[src/rtl/fetch_sequencer_if.sv]
// Program-ROM fetch bus between the fetch sequencer and the program ROM.
// The sequencer (master) raises rom_req with the word address; the ROM
// (slave) answers with rom_valid and the 16-bit program word.
interface fetch_sequencer_if #(
  parameter int PC_W = 12
);
  logic            rom_req;
  logic [PC_W-1:0] rom_addr;
  logic            rom_valid;
  logic [15:0]     rom_data;

  modport master (
    output rom_req,
    output rom_addr,
    input  rom_valid,
    input  rom_data
  );

  modport slave (
    input  rom_req,
    input  rom_addr,
    output rom_valid,
    output rom_data
  );
endinterface : fetch_sequencer_if

[src/rtl/fetch_sequencer.sv]
// Nibbler fetch sequencer: owns the program counter, fetches program words
// over a req/valid ROM bus, latches opcode/operand/jump target and drives the
// decoder phase (0 = fetch, 1 = execute). Run/halt/single-step control lets
// the bench or a debugger stop the core on an instruction boundary.
module fetch_sequencer #(
  parameter int              PC_W     = 12,
  parameter logic [PC_W-1:0] RESET_PC = '0
) (
  input  logic                clk,
  input  logic                reset,
  input  logic                run,
  input  logic                step,
  fetch_sequencer_if.master   rom,
  input  logic                inc_pc,
  input  logic                load_pc,
  output logic                phase,
  output logic [3:0]          instr,
  output logic [3:0]          operand,
  output logic [PC_W-1:0]     pc,
  output logic                instr_done,
  output logic                halted
);

  typedef enum logic [1:0] {
    S_HALT  = 2'd0,
    S_FETCH = 2'd1,
    S_EXEC  = 2'd2
  } state_t;

  state_t          state;
  state_t          state_nxt;
  logic            step_mode;
  logic            step_mode_nxt;
  logic [PC_W-1:0] pc_nxt;
  logic [PC_W-1:0] target;
  logic            latch_word;
  logic [PC_W-1:0] pc_inc;

  // Program counter increment wraps naturally modulo 2^PC_W.
  assign pc_inc   = pc + PC_W'(1);
  assign rom.rom_addr = pc;

  // State, step-mode flag and program counter registers.
  always_ff @(posedge clk or posedge reset) begin
    if (reset) begin
      state     <= S_HALT;
      step_mode <= 1'b0;
      pc        <= RESET_PC;
    end else begin
      state     <= state_nxt;
      step_mode <= step_mode_nxt;
      pc        <= pc_nxt;
    end
  end

  // Instruction word fields, captured only when the fetch completes.
  always_ff @(posedge clk or posedge reset) begin
    if (reset) begin
      instr   <= 4'h0;
      operand <= 4'h0;
      target  <= '0;
    end else if (latch_word) begin
      instr   <= rom.rom_data[15:12];
      operand <= rom.rom_data[3:0];
      target  <= rom.rom_data[PC_W-1:0];
    end
  end

  // Next-state, pc update and per-state outputs.
  always_comb begin
    state_nxt     = state;
    step_mode_nxt = step_mode;
    pc_nxt        = pc;
    latch_word    = 1'b0;
    phase         = 1'b0;
    rom.rom_req   = 1'b0;
    instr_done    = 1'b0;
    halted        = 1'b0;

    case (state)
      S_HALT: begin
        halted = 1'b1;
        // run has priority over step so a held run is never forced into
        // single-step mode.
        if (run) begin
          state_nxt     = S_FETCH;
          step_mode_nxt = 1'b0;
        end else if (step) begin
          state_nxt     = S_FETCH;
          step_mode_nxt = 1'b1;
        end
      end

      S_FETCH: begin
        rom.rom_req = 1'b1;
        // Wait indefinitely for the ROM; pc and latched fields hold meanwhile.
        if (rom.rom_valid) begin
          latch_word = 1'b1;
          // The jump target is not latched yet, so load_pc has no meaning here.
          if (inc_pc) begin
            pc_nxt = pc_inc;
          end
          state_nxt = S_EXEC;
        end
      end

      S_EXEC: begin
        phase      = 1'b1;
        instr_done = 1'b1;
        if (load_pc) begin
          pc_nxt = target;
        end else if (inc_pc) begin
          pc_nxt = pc_inc;
        end
        // run is checked here, so dropping it mid-fetch still lets the
        // current instruction finish before halting.
        if (step_mode || !run) begin
          state_nxt     = S_HALT;
          step_mode_nxt = 1'b0;
        end else begin
          state_nxt = S_FETCH;
        end
      end

      default: begin
        state_nxt     = S_HALT;
        step_mode_nxt = 1'b0;
      end
    endcase
  end

endmodule : fetch_sequencer

[src/flat_wrapper.sv]
// flat-port wrapper written by rule: the top's interface ports become plain ports
module fetch_sequencer_flat 
#(
  parameter int              PC_W     = 12,
  parameter logic [PC_W-1:0] RESET_PC = '0
)
  (clk, reset, run, step, inc_pc, load_pc, phase, instr, operand, pc, instr_done, halted, rom_rom_req, rom_rom_addr, rom_rom_valid, rom_rom_data);
  fetch_sequencer_if #(.PC_W(PC_W)) rom_i ();
  input  logic clk;
  input  logic reset;
  input  logic run;
  input  logic step;
  input  logic inc_pc;
  input  logic load_pc;
  output logic phase;
  output logic [3:0] instr;
  output logic [3:0] operand;
  output logic [PC_W-1:0] pc;
  output logic instr_done;
  output logic halted;
  output wire logic [$bits(rom_i.rom_req)-1:0] rom_rom_req;
  output wire logic [$bits(rom_i.rom_addr)-1:0] rom_rom_addr;
  input wire logic [$bits(rom_i.rom_valid)-1:0] rom_rom_valid;
  input wire logic [$bits(rom_i.rom_data)-1:0] rom_rom_data;
  assign rom_rom_req = rom_i.rom_req;
  assign rom_rom_addr = rom_i.rom_addr;
  assign rom_i.rom_valid = rom_rom_valid;
  assign rom_i.rom_data = rom_rom_data;
  fetch_sequencer #(.PC_W(PC_W), .RESET_PC(RESET_PC)) u_core (.clk(clk), .reset(reset), .run(run), .step(step), .rom(rom_i), .inc_pc(inc_pc), .load_pc(load_pc), .phase(phase), .instr(instr), .operand(operand), .pc(pc), .instr_done(instr_done), .halted(halted));
endmodule
[config.mk]
export PLATFORM = sky130hd
export DESIGN_NAME = fetch_sequencer_flat
export DESIGN_NICKNAME = d
export VERILOG_FILES = /design/src/rtl/fetch_sequencer_if.sv /design/src/rtl/fetch_sequencer.sv /design/src/flat_wrapper.sv
export SDC_FILE = /design/constraint.sdc
export NUM_CORES = 1
export LEC_CHECK = 0
export CORE_ASPECT_RATIO = 1.25
export CORE_UTILIZATION = 53
export DETAILED_ROUTE_END_ITERATION = 6
export DONT_BUFFER_PORTS = 1
export PLACE_DENSITY = 0.71
export RECOVER_POWER = 100
export SYNTH_ARGS = -nofsm -noshare
export SYNTH_HDL_FRONTEND = slang
export SYNTH_SLANG_ARGS = --single-unit
[constraint.sdc]
create_clock -name clk -period 1.59 [get_ports clk]
set_clock_uncertainty 0.1 [all_clocks]
set_input_delay 0.2385 -clock clk [delete_from_list [all_inputs] [get_ports clk]]
set_output_delay 0.2385 -clock clk [all_outputs]
set_load 0.03 [all_outputs]
==> results.toml <==
[yosys]
yosysTopAreaCell = "dfrtp_1"
synth-edff-count = 0
synth.avg_cell_area_um2 = 8.86
ys.flop_type = "dfrtp_1"
synth_top_cell_area_share = 0.468
yosys-top-cells-area = "dfrtp_1, nand2_1, buf_4, xnor2_1, a21oi_1"
synth_nets = 211
ys_seq_elements = 31
ys_seq_area_frac = 0.468
async_reset_ff_frac = 1.00
syn-instance-count = 187
synth_common_cells = "nand2_1, dfrtp_1, buf_4"
synth-warning-count = 0
ys_types = 36
synth.most_common_cell = "nand2_1"
syn_area_um2 = 1660

[detailed_routing]
drt_iter0_markers = 31
drt-met1-wl_um = 1620
dr.pass1.iters = 4
wl_per_cell_um = 15.9
met3_length_um = 205
ant_nets = 0
top_layer_used = "met4"
dr_wl_met2_um = 2340
num_vias = 1467
wl_um = 4280
drc = 0
via_per_inst = 5.45

[clocking]
numCtsBuffers = 5
htree_num_levels = 2
cts_root_buf = "clkbuf_4"
cts_tree = "done"
cts_sinks = 31
cts_buffer_depth = 2
clk_latency_ns = 0.34
path_clk_slew_ns = 0.09

[cells_and_area]
drive_gt1_frac = 0.343
syn_to_final_growth_pct = 38.8
antenna_cells = 0
utilization = 0.781
final_nets = 256

[status]
status = "complete, but fails checks"
violations = "negative setup slack"

[global_routing]
grt_start_max_net_pins = 32
grt-ovfl-total = 0
track_usage = 0.261
grt_pass1_vias = 1428
grt_pass1_wl_um = 6310
antenna_found_initial = 0

[timing]
hold_viol = 0
fin_hold_ws_ns = 0.0465
slew_headroom = 0.484
setup_viol = 3
min_period_over_period = 1.04
period_minus_slack_ns = 1.65
max_freq_ghz = 0.606
setup_ws_ns = -0.0592
tns_ns = -0.0848
drv_slew = 0
rsz0062_at_grt = "yes"
worst_pin_slew_ns = 0.774

[power]
leakage_nw = 1.08
peakVddDrop_mv = 1.47
power_density_nw_per_um2 = 2010

[run]
maxCapViolCount = 0

[die]
die_w_um = 52.0
die_area_um2 = 3350
core_um2 = 2950
start_util = 0.562
fp.dieH_um = 64.5
rows = 22
num_io_pins = 59

[worst_setup_path]
crit_type = "flip-flop to flip-flop"
arrival_ns = 1.76
cp-start-kind = "flip-flop"
crit_path_max_fanout = 5
rrSetupSlack_ns = -0.06
crit_required_ns = 1.70
endpoint_kind = "flip-flop"

[placement]
portBuffers = 0
gp_congestion = 0.866
dp_hpwl_um = 2690
place_ws_ns = -0.0223

[hold_path]
holdCritPathClass = "input port to flip-flop"
[cells by family (layout without fill, tap and decap cells)]
logic type,after synthesis,count (layout),synth area share
and+or+nand+nor,81,81,0.216
buffers and inverters,34,80,0.127
AOI/OAI and AO/OA,32,32,0.138
DFF,31,31,0.468
xor gates and xnor gates,7,7,0.0370
adders and majority gates,1,1,0.00755
muxes,1,1,0.00604
[flip-flops by register name, summed over array words and instances, names as in the netlist]
signal            count
u_core.state          2
u_core.target        12
u_core.instr          4
u_core.step_mode      1
u_core.pc            12
[critical path, cell delays in order (launching register included)]
cell      delay, ns
dfrtp_1        0.42
nand2b_4       0.15
buf_6          0.13
buf_4          0.15
buf_6          0.14
a21oi_1        0.19
a211o_1        0.16
o311ai_2       0.10
[worst paths after layout]
| check | from | end | cells after the start |
|---|---|---|---|
| setup / recovery | u_core.state[0] | u_core.pc[10] | 7 |
| hold / removal | step | u_core.step_mode | 2 |
| setup reg to reg | u_core.state[0] | u_core.pc[10] | 7 |
| hold reg to reg | u_core.target[5] | u_core.target[5] | 2 |
| max in group asynchronous | reset | u_core.pc[0] | 3 |
| min in group asynchronous | reset | u_core.target[10] | 3 |
[metal layers]
metal / GRT usage / up-vias
met2: 0.462 / 57
met1: 0.280 / 702
met3: 0.0610 / 11
li1: - / 697
met4: 0.135 / 0
met5: 0 / -
[power breakdown]
group          switching, mW  leakage [nW]  internal, mW
Clock                  0.278        0.0375         0.258
Sequential             0.495         0.373          1.14
Combinational           1.49         0.672         0.954
[per-stage QoR]
stage	std cells	cell area [um2]	total power, mW
finish	269	2300	4.61
global route	269	2300	4.88
CTS	263	2150	4.33
detailed placement	231	1810	3.58
global placement	231	1810	3.52
floorplan	187	1700	3.22
[what timing repair did]
item                                   in CTS  in global routing
setup endpoints to repair                   5                 15
endpoints found under the hold margin      48                  1
hold buffers                               18                  1
resized for setup                          13                 23
pin swaps                                   3                  3
setup buffers                               7                  5
[placed cells by master (no fill, tap or decap), types with 2 or more instances in the layout]
| master | count |
|---|---|
| a211oi_1 | 2 |
| o21ai_0 | 6 |
| a21oi_1 | 6 |
| o311ai_2 | 2 |
| a21oi_4 | 2 |
| nor2_1 | 4 |
| nor2_4 | 2 |
| nand3_1 | 3 |
| a211o_1 | 2 |
| dfrtp_2 | 5 |
| dfrtp_1 | 26 |
| clkbuf_8 | 2 |
| a21oi_2 | 2 |
| clkbuf_4 | 5 |
| dlygate4sd3_1 | 19 |
| nand3_2 | 2 |
| inv_1 | 8 |
| o22ai_1 | 2 |
| buf_6 | 8 |
| nand2_2 | 2 |
| nand2_1 | 58 |
| xnor2_1 | 5 |
| buf_4 | 32 |
[layout make-up]
type,instances,area (um2)
fill,185,646
sequential,31,782
tap,36,45.0
clock buffer,7,65.1
inverter,11,56.3
clock inverter,1,7.51
multi-input combinational,122,798
timing repair buffer,61,546
Note: power is estimated with default switching activity, not from simulation.
